## config.mk

```make
export PLATFORM = sky130hd
export DESIGN_NAME = gray_to_rgb565_ise
export DESIGN_NICKNAME = d
export VERILOG_FILES = /design/src/rtl/gray_to_rgb565_ise.sv
export SDC_FILE = /design/constraint.sdc
export NUM_CORES = 1
export LEC_CHECK = 0
export BUFFER_PORTS_ARGS = -buffer_cell sky130_fd_sc_hd__buf_2
export CORE_AREA = 2 2 78 80
export CTS_CLUSTER_SIZE = 25
export DETAILED_ROUTE_END_ITERATION = 7
export DIE_AREA = 0 0 80 82
export PLACE_DENSITY = 0.73
export SYNTH_ARGS = -nofsm -noshare
export SYNTH_HDL_FRONTEND = slang
export SYNTH_SLANG_ARGS = --single-unit
```

## constraint.sdc

```tcl
create_clock -name clock -period 1.4 [get_ports clock]
set_input_delay 0.28 -clock clock [delete_from_list [all_inputs] [get_ports clock]]
set_output_delay 0.28 -clock clock [all_outputs]
set_load 0.02 [all_outputs]
```

## src/rtl/gray_to_rgb565_ise.sv

```systemverilog
// gray_to_rgb565_ise
// Custom-instruction block that expands packed 8-bit gray pixels into RGB565.
// One LOAD_LO call converts pixels 0,1 and buffers all four gray bytes.
// A following READ_HI call returns pixels 2,3 from that buffer.
// The result bus is zero whenever done is low, so it can be OR-combined
// with the results of other ISEs on the same port.
//
// Build option: define GRAY2RGB_BYTE_SWAP_EN to byte-swap every 16-bit output
// pixel for little-endian framebuffers. Timing and opcodes are unchanged.

module gray_to_rgb565_ise #(
    parameter logic [7:0] customInstructionId = 8'd0
) (
    input  logic        clock,
    input  logic        nReset,
    input  logic        start,
    input  logic [7:0]  iseId,
    input  logic [31:0] valueA,
    input  logic [31:0] valueB,
    output logic        done,
    output logic [31:0] result
);

    typedef enum logic [1:0] {
        ST_IDLE    = 2'd0,
        ST_CONVERT = 2'd1,
        ST_DONE    = 2'd2
    } state_t;

    localparam logic [1:0] OP_LOAD_LO   = 2'd0;
    localparam logic [1:0] OP_READ_HI   = 2'd1;
    localparam logic [1:0] OP_LOAD_ONLY = 2'd2;
    localparam logic [1:0] OP_CLEAR     = 2'd3;

    // Plain bit replication/truncation: no rounding, no saturation.
    function automatic logic [15:0] gray_to_565(input logic [7:0] g);
        return {g[7:3], g[7:2], g[7:3]};
    endfunction

    // Output pixel formatting; the byte swap serves little-endian framebuffers.
    function automatic logic [15:0] fmt_pixel(input logic [15:0] p);
`ifdef GRAY2RGB_BYTE_SWAP_EN
        return {p[7:0], p[15:8]};
`else
        return p;
`endif
    endfunction

    // Two gray bytes to one 32-bit result word, high pixel in the upper half.
    function automatic logic [31:0] pack_pair(input logic [7:0] g_hi, input logic [7:0] g_lo);
        return {fmt_pixel(gray_to_565(g_hi)), fmt_pixel(gray_to_565(g_lo))};
    endfunction

    state_t      state_r;
    logic [31:0] value_a_r;
    logic [1:0]  opcode_r;
    logic        buf_valid_lat_r;
    logic [31:0] pix_buf_r;
    logic        buf_valid_r;
    logic        done_r;
    logic [31:0] result_r;
    logic [31:0] conv_result_s;
    logic        accept_s;
    logic        unused_value_b_s;

    // Upper opcode-word bits carry no meaning for this instruction.
    assign unused_value_b_s = ^valueB[31:2];

    // Accept only a matching start while idle; other starts are simply dropped.
    assign accept_s = start && (iseId == customInstructionId) && (state_r == ST_IDLE);

    // Result word produced during CONVERT from the latched operands.
    always_comb begin
        conv_result_s = 32'd0;
        case (opcode_r)
            OP_LOAD_LO: begin
                conv_result_s = pack_pair(value_a_r[15:8], value_a_r[7:0]);
            end
            OP_READ_HI: begin
                if (buf_valid_lat_r) begin
                    conv_result_s = pack_pair(pix_buf_r[31:24], pix_buf_r[23:16]);
                end else begin
                    conv_result_s = 32'd0;
                end
            end
            OP_LOAD_ONLY: begin
                conv_result_s = 32'd0;
            end
            OP_CLEAR: begin
                conv_result_s = 32'd0;
            end
            default: begin
                conv_result_s = 32'd0;
            end
        endcase
    end

    // Instruction FSM: latch in IDLE, compute and update buffer in CONVERT,
    // present the registered result for exactly one cycle in DONE.
    always_ff @(posedge clock or negedge nReset) begin
        if (!nReset) begin
            state_r         <= ST_IDLE;
            value_a_r       <= 32'd0;
            opcode_r        <= 2'd0;
            buf_valid_lat_r <= 1'b0;
            pix_buf_r       <= 32'd0;
            buf_valid_r     <= 1'b0;
            done_r          <= 1'b0;
            result_r        <= 32'd0;
        end else begin
            case (state_r)
                ST_IDLE: begin
                    done_r   <= 1'b0;
                    result_r <= 32'd0;
                    if (accept_s) begin
                        value_a_r       <= valueA;
                        opcode_r        <= valueB[1:0];
                        buf_valid_lat_r <= buf_valid_r;
                        state_r         <= ST_CONVERT;
                    end else begin
                        state_r <= ST_IDLE;
                    end
                end
                ST_CONVERT: begin
                    // Buffer changes land at the end of CONVERT so a READ_HI
                    // accepted right after this instruction sees the new data.
                    case (opcode_r)
                        OP_LOAD_LO, OP_LOAD_ONLY: begin
                            pix_buf_r   <= value_a_r;
                            buf_valid_r <= 1'b1;
                        end
                        OP_CLEAR: begin
                            pix_buf_r   <= 32'd0;
                            buf_valid_r <= 1'b0;
                        end
                        default: begin
                            pix_buf_r   <= pix_buf_r;
                            buf_valid_r <= buf_valid_r;
                        end
                    endcase
                    result_r <= conv_result_s;
                    done_r   <= 1'b1;
                    state_r  <= ST_DONE;
                end
                ST_DONE: begin
                    done_r   <= 1'b0;
                    result_r <= 32'd0;
                    state_r  <= ST_IDLE;
                end
                default: begin
                    done_r   <= 1'b0;
                    result_r <= 32'd0;
                    state_r  <= ST_IDLE;
                end
            endcase
        end
    end

    assign done   = done_r;
    assign result = result_r;

endmodule

```

Word-level counts from Yosys, hierarchy flattened
Index checks and enable logic that the tools add are counted.

Flip-flop bits (word level): 103. Input port bits: 75.

Multiplexer cells: 8. Equality and inequality tests: 4. Reduce and logical (&&, ||, !) cells: 10.

Operators with widths (count): 32-bit case mux with 3 select lines (1); 32-bit two-way mux (2); 32-bit case mux with 2 select lines (1); 8-bit logical NOT (1); 2-bit by 1-bit equality test with 1-bit output (second input constant) (2); 2-bit equality test (second input constant) (2); 2-bit logical NOT (2); 2-bit case mux with 2 select lines (1); 2-bit AND reduction (2); 2-bit OR reduction (2); 1-bit logical AND (2); 1-bit two-way mux (2); 1-bit case mux with 2 select lines (1); 2-bit nonzero test (1).

Logic depth before layout (Yosys ltp)
Word-level depth: 5. Gate-level depth with buffers: 4. Mapped depth without buffers: 3.

Worst setup path before layout
No wires, ideal clock.

Kind: register -> register. Start: reg, netlist name done. End: reg buf_valid_lat_r. Slack: -0.179 ns. Library setup time: 0.125 ns. Arrival: 1.454 ns. Path buffers: 1. Period minus slack after synthesis: 1.579 ns. Stages on the path, launching flop included: 5. Cell sequence: dfrtp_1 -> nor4_4 -> nand3_4 -> buf_6 -> mux2_4.

RTL lines: to (signal assigned) (RTL line 118) `buf_valid_lat_r <= buf_valid_r;`; to (decl) (RTL line 57) `logic buf_valid_lat_r;`.

Worst setup path in the final report
Start: reg state_r[0]. End: reg value_a_r[23].

Cells in the longest elaborated chain, start to end: 3.

Ends and longest elaborated chain: from (decl) (RTL line 54) `state_t state_r;`; from (signal assigned) (RTL line 102) `state_r <= ST_IDLE;`; from (signal assigned) (RTL line 119) `state_r <= ST_CONVERT;`; from (signal assigned) (RTL line 121) `state_r <= ST_IDLE;`; 2-bit logical NOT * (RTL line 70, 111); 1-bit logical AND (RTL line 70) `assign accept_s = start && (iseId == customInstructionId) && (state_r == ST_IDLE);`; 2-bit AND reduction (no source line) *; to (signal assigned) (RTL line 116) `value_a_r <= valueA;`; to (decl) (RTL line 55) `logic [31:0] value_a_r;`.

Every way passes the cells marked *; elsewhere a longest branch is shown, timed or not. A chain may end at the register's enable or synchronous reset.

==> out/results.tsv <==
stage	metric	value	unit
synth	portion of the post-synthesis area used by sequential elements	0.593	
timing	setup repair after global routing missed its margin	yes	
power_and_ir_drop	Design Power	2.69	mW
die	overall die height	82	um
timing	final clock period utilization by the worst path	1.03	
grt	Overall Global Routing Usage	0.119	
timing	tightest slew margin relative to the limit	0.669	
worst_setup_path	critical path class	reg2reg	
die	Rows	28	
grt	met2 usage in global routing	0.198	
grt	overflow left after global routing	0	
timing	final setup skew	0.00602	ns
cells_and_area	Post-Layout Cell Count	289	
clock_network	TritonCTS clock tree	done	
power_and_ir_drop	power density normalized to cell area	991	nW/um2
cells_and_area	diodes inserted	0	
placed_design	number of port buffers	69	
drt	final routed wire length divided by cell count	12.4	um
worst_setup_path	WP data arrival	1.64	ns
synth	synthesized net count	232	
die	core region area	5750	um2
cells_and_area	layout-stage area growth over the synthesis result	19.3	%
flow_run	number of violations of the max-capacitance limit	0	
drt	count of TritonRoute iterations in the first routing pass	4	
cells_and_area	combined area of the multi-input logic cells	727	um2
drt	via count of the routed design	1312	
clock_network	clock-pin slew on the worst setup and hold paths	0.09	ns
grt	Global Route met3 Usage	0.0341	
drt	total wire length after detailed routing	3590	um
status	violations in the final reports	negative setup slack	
cells_and_area	Fill cells	541	
die	overall die width	80	um
synth	distinct cell type count of the synthesized netlist	23	
clock_network	Max clock buf depth	2	
timing	smallest setup slack after layout	-0.0412	ns
timing	shortest clock period the worst path allows after layout	1.44	ns
worst_setup_path	worst-path maximum fanout	14	
clock_network	number of buffers inserted by post-CTS setup repair	0	
timing	Fmax achieved	694	MHz
synth	cell count after synthesis	157	
drt	antenna viol nets, final	0	
clock_network	TritonCTS sink count	54	
drt	number of design rule violations left after detail routing	0	
worst_setup_path	chain of cells forming the critical path	nor4_4, nand3_4, buf_12, mux2_4	
clock_network	buffer cell driving the clock tree root	clkbuf_8	
grt	via count of the first global-routing pass	1284	
status	result of the run	finished, violations left	
worst_setup_path	launching element type of the critical path	flop	
worst_setup_path	element type at the critical path end	flop	
synth	Netlist Area Pre-Place	2280	um2
cells_and_area	layout cells sized above 1	0.542	
synth	mean cell area of the mapped netlist	14.5	um2
power_and_ir_drop	maximum vdd drop	0.393	mV
worst_setup_path	data required time at the worst endpoint	1.60	ns
timing	Final Hold Viols	0	
placed_design	HPWL reported at the end of detailed placement	2710	um
cells_and_area	Reg area	1350	um2
placed_design	final weighted congestion of routability-driven global placement	0.729	
die	starting density of the core	0.396	
clock_network	TritonCTS buffer count	5	
drt	violation count after the first detailed-routing iteration	68	
worst_hold_path	worst hold-check path type	in2reg	
die	area of the die	6560	um2
grt	GR Util met1	0.146	
timing	transition time of the tightest slew-check pin	0.497	ns
drt	per-cell via count in the routed design	4.54	
grt	largest net degree at the start of global routing	55	
synth	total of warnings raised by yosys	0	
timing	count of final max-slew check failures	0	
die	boundary pin count	108	
grt	number of antenna violations at the first check in global routing	0	
cells_and_area	count of nets after finishing	288	
clock_network	clock insertion delay at the later pin of the skew report	0.31	ns
timing	final-report setup violation count	27	
synth	number of synthesized register bits	54	
worst_setup_path	cell type of the slowest stage on the worst timing path	dfrtp_1	
worst_setup_path	peak per-stage delay on the critical path	0.41	ns
grt	first-pass GRT wire length	5950	um
clock_network	H-Tree Level Count	2	
power_and_ir_drop	leakage power	1.50	nW
timing	setup tns final	-0.770	ns
grt	GR peak layer	met2	
placed_design	count of placed standard cells including taps	280	
power by group:
| part | switching [mW] | internal [mW] | total [mW] |
|---|---|---|---|
| Clock | 0.490 | 0.407 | 0.897 |
| Combinational | 0.0706 | 0.105 | 0.176 |
| Sequential | 0.0234 | 1.60 | 1.62 |
worst max-delay path: cells and delay by family, from the launching register on:
| family | cells | cell delay [ns] |
|---|---|---|
| and+or+nand+nor | 2 | 0.44 |
| muxes | 1 | 0.29 |
| DFF | 1 | 0.41 |
| buffers and inverters | 1 | 0.18 |
final cells by class:
type,count,share of cell area
Clock buffer,6,0.0304
Clock inverter,2,0.00599
Inverter,2,0.00276
Multi-Input combinational cell,74,0.267
Sequential cell,54,0.498
Tap cell,75,0.0345
Timing Repair Buffer,76,0.161
flip-flops by register name, summed over array words and instances, names as in the netlist:
register	count
opcode_r	2
done	1
result	12
value_a_r	24
pix_buf_r	12
buf_valid_lat_r	1
state_r	1
buf_valid_r	1
final timing paths:
path | start | to | slack, ns | depth (start not counted)
setup / recovery | state_r[0] | value_a_r[23] | -0.04 | 4
hold / removal | valueA[26] | value_a_r[26] | 0.20 | 2
setup reg to reg | state_r[0] | value_a_r[23] | -0.04 | 4
hold reg to reg | buf_valid_r | buf_valid_r | 0.49 | 1
max in group asynchronous | nReset | done | 0.69 | 3
min in group asynchronous | nReset | opcode_r[0] | 0.48 | 3
cell usage after synthesis, drive strengths merged:
cell | n | area [um2]
nor2 | 11 | 41.3
nor3 | 1 | 5.00
a22o | 12 | 105
a21oi | 1 | 5.00
and2 | 2 | 12.5
and2b | 1 | 8.76
nand2 | 1 | 3.75
nand2b | 1 | 6.26
a22oi | 11 | 82.6
mux2 | 27 | 375
clkbuf | 4 | 15.0
buf | 23 | 178
o21ai | 1 | 5.00
nand3 | 2 | 22.5
dfrtp | 54 | 1350
nor4b | 1 | 23.8
nor4 | 1 | 21.3
inv | 2 | 7.51
a21o | 1 | 7.51
layout by cell type (no fill, tap or decap):
| master | Yosys | layout |
|---|---|---|
| a21o_1 | 1 | 1 |
| clkbuf_8 | 0 | 6 |
| nand3_1 | 1 | 1 |
| and2b_2 | 1 | 1 |
| buf_2 | 1 | 69 |
| dfrtp_1 | 54 | 53 |
| dfrtp_2 | 0 | 1 |
| buf_12 | 0 | 3 |
| nor4b_4 | 1 | 1 |
| o21ai_0 | 1 | 1 |
| inv_6 | 0 | 1 |
| nand2_1 | 1 | 1 |
| mux2_4 | 19 | 19 |
| inv_1 | 2 | 2 |
| a21oi_1 | 1 | 1 |
| and2_2 | 0 | 1 |
| dlygate4sd3_1 | 0 | 1 |
| nand2b_1 | 1 | 1 |
| clkinvlp_4 | 0 | 1 |
| and2_1 | 2 | 1 |
| nand3_4 | 1 | 1 |
| mux2_2 | 8 | 8 |
| nor4_4 | 1 | 1 |
| buf_4 | 20 | 3 |
| nor2_1 | 11 | 11 |
| a22o_1 | 12 | 12 |
| a22oi_1 | 11 | 11 |
| nor3_1 | 1 | 1 |
kinds of logic (layout without fill, tap and decap cells):
kind of cell	count (synthesis)	count (layout)	share of synthesized area
DFF	54	54	0.593
buffers and inverters	29	86	0.0879
muxes	27	27	0.165
AOI/OAI and AO/OA	26	26	0.0901
and+or+nand+nor	21	21	0.0637
per-layer routing:
metal | vias to the layer above | routed length, um
met5 | - | 0
met3 | 4 | 241
met4 | 0 | 61
li1 | 646 | -
met1 | 620 | 1570
met2 | 42 | 1710
per-stage QoR:
stage / utilization / setup WS (ns) / hold slack, ns / area [um2]
floorplan: - / -0.0612 / -0.0156 / 2290
global placement: 0.454 / -0.0494 / 0.289 / 2610
detailed placement: 0.454 / -0.0622 / 0.291 / 2610
CTS: 0.473 / -0.0625 / 0.186 / 2720
global route: 0.473 / -0.103 / 0.181 / 2720
finish: 0.473 / -0.0412 / 0.195 / 2720
repair_timing:
action / 4_1_cts / 5_1_grt
hold endpoints to repair: 54 / 0
hold buffers: 1 / 0
setup endpoints to repair: 27 / 28
gates resized for setup: 0 / 1
Power figures use the tool's default switching activity.
